===== src/rtl/call_stack_unit_if.sv =====
// Push/pop control and top-of-stack status bundle between Controller/DataPath
// and call_stack_unit.
interface call_stack_unit_if #(
    parameter int DATA_W = 12,
    parameter int DEPTH  = 8,
    parameter int CNT_W  = $clog2(DEPTH + 1)
);
    logic              push;
    logic              pop;
    logic [DATA_W-1:0] push_data;
    logic              clear_err;
    logic [DATA_W-1:0] top_data;
    logic              empty;
    logic              full;
    logic [CNT_W-1:0]  count;
    logic              overflow;
    logic              underflow;

    modport master (
        output push, pop, push_data, clear_err,
        input  top_data, empty, full, count, overflow, underflow
    );

    modport slave (
        input  push, pop, push_data, clear_err,
        output top_data, empty, full, count, overflow, underflow
    );
endinterface


===== src/rtl/call_stack_unit.sv =====
// Parametrised return-address/data stack with replace-top, occupancy count and
// sticky error flags. Define CALL_STACK_WRAP_EN to let a push while full overwrite the oldest entry.
module call_stack_unit #(
    parameter int DATA_W = 12,
    parameter int DEPTH  = 8,
    parameter int CNT_W  = $clog2(DEPTH + 1)
) (
    input  logic            clk,
    input  logic            reset,
    call_stack_unit_if.slave bus
);
    localparam int PTR_W = $clog2(DEPTH);
    localparam int SUM_W = CNT_W + 1;
    localparam logic [SUM_W-1:0] DEPTH_S = SUM_W'(DEPTH);

    logic [DATA_W-1:0] mem_q [DEPTH];
    logic [PTR_W-1:0]  base_q, base_d;
    logic [CNT_W-1:0]  cnt_q, cnt_d;
    logic              ovf_q, ovf_d, unf_q, unf_d;
    logic              ovf_evt, unf_evt;
    logic              we;
    logic [PTR_W-1:0]  waddr, top_idx, nxt_idx;
    logic              is_empty, is_full;

    // Operands stay below 2*DEPTH, so a single conditional subtract is an exact mod.
    function automatic logic [PTR_W-1:0] wrap_idx(input logic [SUM_W-1:0] s);
        logic [SUM_W-1:0] r;
        r = (s >= DEPTH_S) ? s - DEPTH_S : s;
        return r[PTR_W-1:0];
    endfunction

    assign is_empty = (cnt_q == '0);
    assign is_full  = (cnt_q == CNT_W'(DEPTH));
    assign nxt_idx  = wrap_idx(SUM_W'(base_q) + SUM_W'(cnt_q));
    // Meaningless when empty; the output mux below masks it.
    assign top_idx  = wrap_idx(SUM_W'(base_q) + SUM_W'(cnt_q) - SUM_W'(1));

    always_comb begin
        base_d  = base_q;
        cnt_d   = cnt_q;
        we      = 1'b0;
        waddr   = nxt_idx;
        ovf_evt = 1'b0;
        unf_evt = 1'b0;
        case ({bus.push, bus.pop})
            2'b11: begin
                we = 1'b1;
                if (is_empty) begin
                    cnt_d   = CNT_W'(1);
                    unf_evt = 1'b1;
                end else begin
                    waddr = top_idx;
                end
            end
            2'b10: begin
                if (!is_full) begin
                    we    = 1'b1;
                    cnt_d = cnt_q + CNT_W'(1);
                end else begin
                    ovf_evt = 1'b1;
`ifdef CALL_STACK_WRAP_EN
                    // When full, nxt_idx equals base_q: overwrite the oldest slot.
                    we     = 1'b1;
                    base_d = wrap_idx(SUM_W'(base_q) + SUM_W'(1));
`endif
                end
            end
            2'b01: begin
                if (!is_empty) cnt_d = cnt_q - CNT_W'(1);
                else           unf_evt = 1'b1;
            end
            default: ;
        endcase
        ovf_d = (ovf_q & ~bus.clear_err) | ovf_evt;
        unf_d = (unf_q & ~bus.clear_err) | unf_evt;
    end

    always_ff @(posedge clk) begin
        if (reset) begin
            base_q <= '0;
            cnt_q  <= '0;
            ovf_q  <= 1'b0;
            unf_q  <= 1'b0;
        end else begin
            base_q <= base_d;
            cnt_q  <= cnt_d;
            ovf_q  <= ovf_d;
            unf_q  <= unf_d;
        end
    end

    always_ff @(posedge clk) begin
        if (!reset && we) mem_q[waddr] <= bus.push_data;
    end

    assign bus.top_data  = is_empty ? '0 : mem_q[top_idx];
    assign bus.empty     = is_empty;
    assign bus.full      = is_full;
    assign bus.count     = cnt_q;
    assign bus.overflow  = ovf_q;
    assign bus.underflow = unf_q;
endmodule


===== src/flat_wrapper.sv =====
// flat-port wrapper written by rule: the top's interface ports become plain ports
module call_stack_unit_flat 
#(
    parameter int DATA_W = 12,
    parameter int DEPTH  = 8,
    parameter int CNT_W  = $clog2(DEPTH + 1)
)
  (clk, reset, bus_push, bus_pop, bus_push_data, bus_clear_err, bus_top_data, bus_empty, bus_full, bus_count, bus_overflow, bus_underflow);
  call_stack_unit_if #(.DATA_W(DATA_W), .DEPTH(DEPTH), .CNT_W(CNT_W)) bus_i ();
  input  logic clk;
  input  logic reset;
  input wire logic [$bits(bus_i.push)-1:0] bus_push;
  input wire logic [$bits(bus_i.pop)-1:0] bus_pop;
  input wire logic [$bits(bus_i.push_data)-1:0] bus_push_data;
  input wire logic [$bits(bus_i.clear_err)-1:0] bus_clear_err;
  output wire logic [$bits(bus_i.top_data)-1:0] bus_top_data;
  output wire logic [$bits(bus_i.empty)-1:0] bus_empty;
  output wire logic [$bits(bus_i.full)-1:0] bus_full;
  output wire logic [$bits(bus_i.count)-1:0] bus_count;
  output wire logic [$bits(bus_i.overflow)-1:0] bus_overflow;
  output wire logic [$bits(bus_i.underflow)-1:0] bus_underflow;
  assign bus_i.push = bus_push;
  assign bus_i.pop = bus_pop;
  assign bus_i.push_data = bus_push_data;
  assign bus_i.clear_err = bus_clear_err;
  assign bus_top_data = bus_i.top_data;
  assign bus_empty = bus_i.empty;
  assign bus_full = bus_i.full;
  assign bus_count = bus_i.count;
  assign bus_overflow = bus_i.overflow;
  assign bus_underflow = bus_i.underflow;
  call_stack_unit #(.DATA_W(DATA_W), .DEPTH(DEPTH), .CNT_W(CNT_W)) u_core (.clk(clk), .reset(reset), .bus(bus_i));
endmodule

===== config.mk =====
export PLATFORM = sky130hd
export DESIGN_NAME = call_stack_unit_flat
export DESIGN_NICKNAME = d
export VERILOG_FILES = /design/src/rtl/call_stack_unit_if.sv /design/src/rtl/call_stack_unit.sv /design/src/flat_wrapper.sv
export SDC_FILE = /design/constraint.sdc
export NUM_CORES = 1
export LEC_CHECK = 0
export ABC_AREA = 1
export CORE_MARGIN = 10
export CORE_UTILIZATION = 55
export DETAILED_ROUTE_END_ITERATION = 10
export PLACE_DENSITY = 0.76
export SYNTH_ARGS = -nofsm -noshare
export SYNTH_HDL_FRONTEND = slang
export SYNTH_SLANG_ARGS = --single-unit

===== constraint.sdc =====
create_clock -name clk -period 4.08 [get_ports clk]
set_input_delay 0.612 -clock clk [delete_from_list [all_inputs] [get_ports clk]]
set_output_delay 0.612 -clock clk [all_outputs]
set_load 0.02 [all_outputs]

Word-level counts from Yosys, hierarchy flattened

Memory sizes are Yosys's and may differ from the RTL's.
Index checks and enable logic that the tools add are counted.

RAM bits: 96
Output and inout bits: 20
Logic and storage cells: 46
Register bits: 6
Bits of input ports: 17
Memories kept: 1

Reduce and logical (&&, ||, !) cells: 6
Magnitude comparators: 2
$add $sub $neg: 5
Bitwise gates (word level): 5
Eq/ne operators: 7
Multiplexer cells: 17

Memories:

| memory       | words | bits a word | rd ports | clocked after memory_dff | wr ports | RTL line              | text |
|---|---|---|---|---|---|---|---|
| u_core.mem_q | 8     | 12          | 1        | 0                        | 1        | call_stack_unit.sv:16 | `logic [DATA_W-1:0] mem_q [DEPTH];` |

Operators with widths:

| operator                                                                            | count |
|---|---|
| 12-bit two-way mux                                                                  | 1 |
| 3-bit two-way mux                                                                   | 4 |
| 4-bit two-way mux                                                                   | 3 |
| 4-bit one-hot mux with 3 select lines                                               | 1 |
| 1-bit two-way mux                                                                   | 7 |
| 3-bit by 1-bit subtractor with 3-bit output, second input constant                  | 2 |
| 5-bit by 4-bit greater-or-equal comparator with 1-bit output, second input constant | 1 |
| 4-bit by 1-bit subtractor with 5-bit output, second input constant                  | 1 |
| 4-bit by 1-bit adder with 4-bit output, second input constant                       | 1 |
| 2-bit == test, second input constant                                                | 2 |
| 4-bit == test, second input constant                                                | 1 |
| 4-bit greater-or-equal comparator, second input constant                            | 1 |
| 4-bit zero test                                                                     | 1 |
| 2-bit inequality test, second input constant                                        | 2 |
| 4-bit AND reduction                                                                 | 1 |
| 4-bit by 1-bit subtractor with 4-bit output, second input constant                  | 1 |
| 3-bit nonzero test                                                                  | 1 |
| 1-bit AND                                                                           | 2 |
| 2-bit by 1-bit == test with 1-bit output, second input constant                     | 1 |
| 2-bit by 1-bit inequality test with 1-bit output, second input constant             | 1 |
| 1-bit OR                                                                            | 2 |
| 1-bit one-hot mux with 2 select lines                                               | 1 |
| 2-bit OR reduction                                                                  | 1 |
| 1-bit logical AND                                                                   | 1 |
| 2 further kinds                                                                     | 2 |

Longest topological paths before layout

Depth in word-level cells: 6
Mapped depth: 12
Mapped depth without buffers: 11

Worst setup path before layout

No wires, ideal clock.

Path type: reg2out
Start: register u_core.cnt_q[0], in the netlist u_core.bus.count[0]
End: output bus_top_data[10]
Data required time: 3468 ps
Slack: 1331 ps
Arrival time: 2137 ps
Cell stages (with the launch flop): 11
Buffers on the path: 3
Cells stage by stage: dfxtp_1 buf_2 inv_2 buf_2 ha_1 inv_1 clkbuf_1 o21ai_0 o22ai_1 o21ai_0 nor2_1

Cells in the longest elaborated chain, start to end: 5
Elaborated cells between the ends (all ways): 7
Those cells by class: add/sub: 2; order compare: 1; mux: 2; reduce/logical: 1; memory: 1

Ends and longest elaborated chain:

| item                                                                                                                               | RTL line              | text |
|---|---|---|
| from (decl)                                                                                                                        | call_stack_unit.sv:18 | `logic [CNT_W-1:0] cnt_q, cnt_d;` |
| from (signal assigned)                                                                                                             | call_stack_unit.sv:86 | `cnt_q <= cnt_d;` |
| 4-bit by 1-bit subtractor with 5-bit output                                                                                        | call_stack_unit.sv:36 | `assign top_idx = wrap_idx(SUM_W'(base_q) + SUM_W'(cnt_q) - SUM_W'(1));` |
| 5-bit by 4-bit greater-or-equal comparator with 1-bit output / 3-bit by 1-bit subtractor with 3-bit output (equally long branches) | call_stack_unit.sv:28 | `r = (s >= DEPTH_S) ? s - DEPTH_S : s;` |
| 3-bit two-way mux                                                                                                                  | call_stack_unit.sv:28 |  |
| memory 8 x 12 bit                                                                                                                  | -                     |  |
| 12-bit two-way mux *                                                                                                               | call_stack_unit.sv:96 | `assign bus.top_data = is_empty ? '0 : mem_q[top_idx];` |
| to (decl)                                                                                                                          | flat_wrapper.sv:16    | `output wire logic [$bits(bus_i.top_data)-1:0] bus_top_data;` |

Every way passes the cells marked *; elsewhere a longest branch is shown, timed or not.

Final worst setup path

Start: register u_core.cnt_q[1], in the netlist u_core.bus.count[1]
End: output bus_top_data[5]

The elaborated chain is that of the path after synthesis.

==> flow_summary_export.csv <==
group,metric,value,unit
floorplanning,start_util,0.560,
global_route,grt_pass1_wl,14600,um
sta,setup_violations,0,
synthesis,ys_seq_area_frac,0.698,
power_and_ir_drop,sw_frac_of_total,0.316,
floorplanning,die_h,108,um
power_and_ir_drop,p_comb_frac,0.244,
run_status,status,"finished, final reports clean",
placed_design,postPlaceCellArea,4820,um2
sta,slew_headroom,0.512,
drt,routed_via_density,5.73,
power_and_ir_drop,powerDensity,474,nW/um2
floorplanning,dieArea,11800,um2
clock_tree,cts_tree,"yes",
finish,fin_area,5010,um2
sta,whs,0.474,ns
critical_path,crit_type,"flop to primary output",
synthesis,ys_ff_latch,102,
critical_path,path_max_fanout,25,
global_route,track_usage,0.162,
sta,tightestPinTransition,0.731,ns
clock_tree,cts.path.max_buffers,2,
power_and_ir_drop,ir_drop,0.256,mV
power_and_ir_drop,clockPowerShare,0.258,
power_and_ir_drop,power_frac_seq,0.498,
finish,fin_nets,433,
placed_design,place_hpwl,5690,um
finish,diodes,0,
drt,wl_per_cell,18.1,um
global_route,grt_max_degree,53,
global_route,grt-ovfl-total,0,
floorplanning,ios,37,
critical_path,critPathSlowestCell,"clkdlybuf4s50_1",
sta,hold_viol,0,
hold_path,min_from,"u_core.bus.underflow",
power_and_ir_drop,power.total,2.38,mW
critical_path,slowest_delay,0.62,ns
synthesis,synth_nets,390,
critical_path,arrival,3.02,ns
clock_tree,postCtsSetupBuffers,0,
clock_tree,cts_sinks,102,
critical_path,r2r_slack,1.32,ns
synthesis,yosys.cell_types.count,25,
power_and_ir_drop,p_leak,1.76,nW
critical_path,startpoint,"u_core.bus.count[1]",
clock_tree,cts-buffers-inserted,9,
synthesis,avgSynthCellArea,11.8,um2
hold_path,hp-class,"flop to flop",
synthesis,synth_top_area_frac,0.670,
drt,drt_iter0_drc,232,
placed_design,place_congestion,0.798,
clock_tree,clk_pin_slew,0.10,ns
critical_path,critPathRequiredTime,3.47,ns
drt,wl,9340,um
drt,ant_nets,0,
floorplanning,coreArea,7690,um2
clock_tree,root_buffer,"clkbuf_8",
critical_path,endpoint_kind,"primary output",
sta,rsz0062_at_grt,"no",
synthesis,synth.area.top_cells,"edfxtp_1, nor2_1, o21ai_0",
finish,final_common_cell,"edfxtp_1",
global_route,antenna_found_initial,0,
synthesis,syn-cell-area,4300,um2
drt,first_pass_iters,6,
sta,finalSetupTns,0,ns
finish,instances_no_fill,516,
drt,drc,0,
power_and_ir_drop,p_sw,0.751,mW
sta,skew,0.00673,ns
job,maxCapViolCount,0,
clock_tree,cts-htree-levels,3,
clock_tree,clk_latency,0.37,ns
synthesis,yosys.area.top_type,"edfxtp_1",
placed_design,dpl.cell_count,500,
placed_design,port_buffers,36,
sta,fmax,275,MHz
clock_tree,ctsHoldBuffers,0,
floorplanning,die_w,108,um
finish,drive_above_1_share,0.0990,
sta,slew_violations,0,
finish,area_growth,16.5,%
critical_path,regToRegStartpoint,"u_core.bus.count[1]",
critical_path,worstPathCellList,"inv_1, ha_1, inv_1, o21ai_0, o22ai_1, nor2_1, nor2_1, clkdlybuf4s50_1",
sta,post-route-period-util,0.890,
global_route,grt_pass1_vias,2910,
finish,final_cell_mix,"edfxtp_1, nor2_1, o21ai_0",
sta,fin_crit,3.63,ns
floorplanning,rows,32,
drt,vias,2957,
critical_path,cp-start-kind,"flop",
power_and_ir_drop,intPower,1.63,mW
synthesis,synthCells,366,
clock_tree,cts_resized,0,
synthesis,ys_warn_count,0,
==> synth_stat cells <==
library cell and count:
dfxtp_1 6, inv_1 18, edfxtp_1 96, buf_2 4
clkbuf_1 13, o22ai_1 25, o21ai_1 5, nor2_1 82
nand3_4 1, nor2_2 1, buf_4 1, nor2_4 1
inv_2 3, nand2_1 24, nand2_4 2, nand2_2 1
xnor2_1 1, xor2_1 2, a21oi_1 8, nand4_1 2
o21ai_0 58, nand3_1 3, xnor2_2 1, ha_1 7
nand2b_4 1
==> routing by layer <==
layer,track usage,wire length (um),up-vias
li1,-,-,1389
met1,0.205,3810,1416
met2,0.262,4490,133
met3,0.0357,838,19
met4,0.0725,204,0
met5,0,0,-
==> critical path: cells and delay by family (launching register included) <==
family                     cells  cell delay, ns
DFF                            1            0.43
and+or+nand+nor                2            0.19
adders and majority gates      1            0.29
AOI/OAI and AO/OA              2            0.48
buffers and inverters          3            1.25
==> cell type report <==
cell class,instances,area [um2]
Timing Repair Buffer,50,465
Clock buffer,9,124
Multi-Input combinational cell,225,1140
Inverter,21,78.8
Tap cell,102,128
Sequential cell,102,3000
Clock inverter,7,71.3
Fill cell,583,2670
==> cell families (layout without fill, tap and decap cells) <==
logic type	Yosys count	count (layout)	synth area share
fa+ha+maj	7	7	0.0204
xor+xnor	4	4	0.00989
flops	102	102	0.698
simple gates	118	118	0.117
compound gates	96	96	0.119
buf+inv	39	87	0.0361
==> path summary, 6_finish.rpt <==
kind | end | cells after the start
hold / removal | u_core.bus.underflow | 2
setup reg to reg | u_core.mem_q[2][3] | 8
hold reg to reg | u_core.bus.underflow | 2
setup / recovery | bus_top_data[5] | 8
==> power by group through the flow <==
stage / Sequential [mW] / Combinational, mW / Clock, mW
after floorplan: 1.21 / 0.349 / 0
after global placement: 1.21 / 0.567 / 0
after detailed placement: 1.21 / 0.577 / 0
after CTS: 1.18 / 0.583 / 0.628
after global routing: 1.19 / 0.639 / 0.673
final: 1.18 / 0.580 / 0.614
==> flip-flops by register name (all words and copies together), names as in the netlist <==
signal and cells:
u_core.bus.overflow 1, u_core.mem_q 96, u_core.bus.underflow 1, u_core.bus.count 4
==> per-stage QoR <==
step	setup WS, ns	util
after floorplan	1.33	-
after detailed placement	0.891	0.627
after global routing	0.139	0.652
after CTS	0.412	0.652
final	0.450	0.652
after global placement	0.978	0.627
Note: power is estimated with default switching activity, not from simulation.
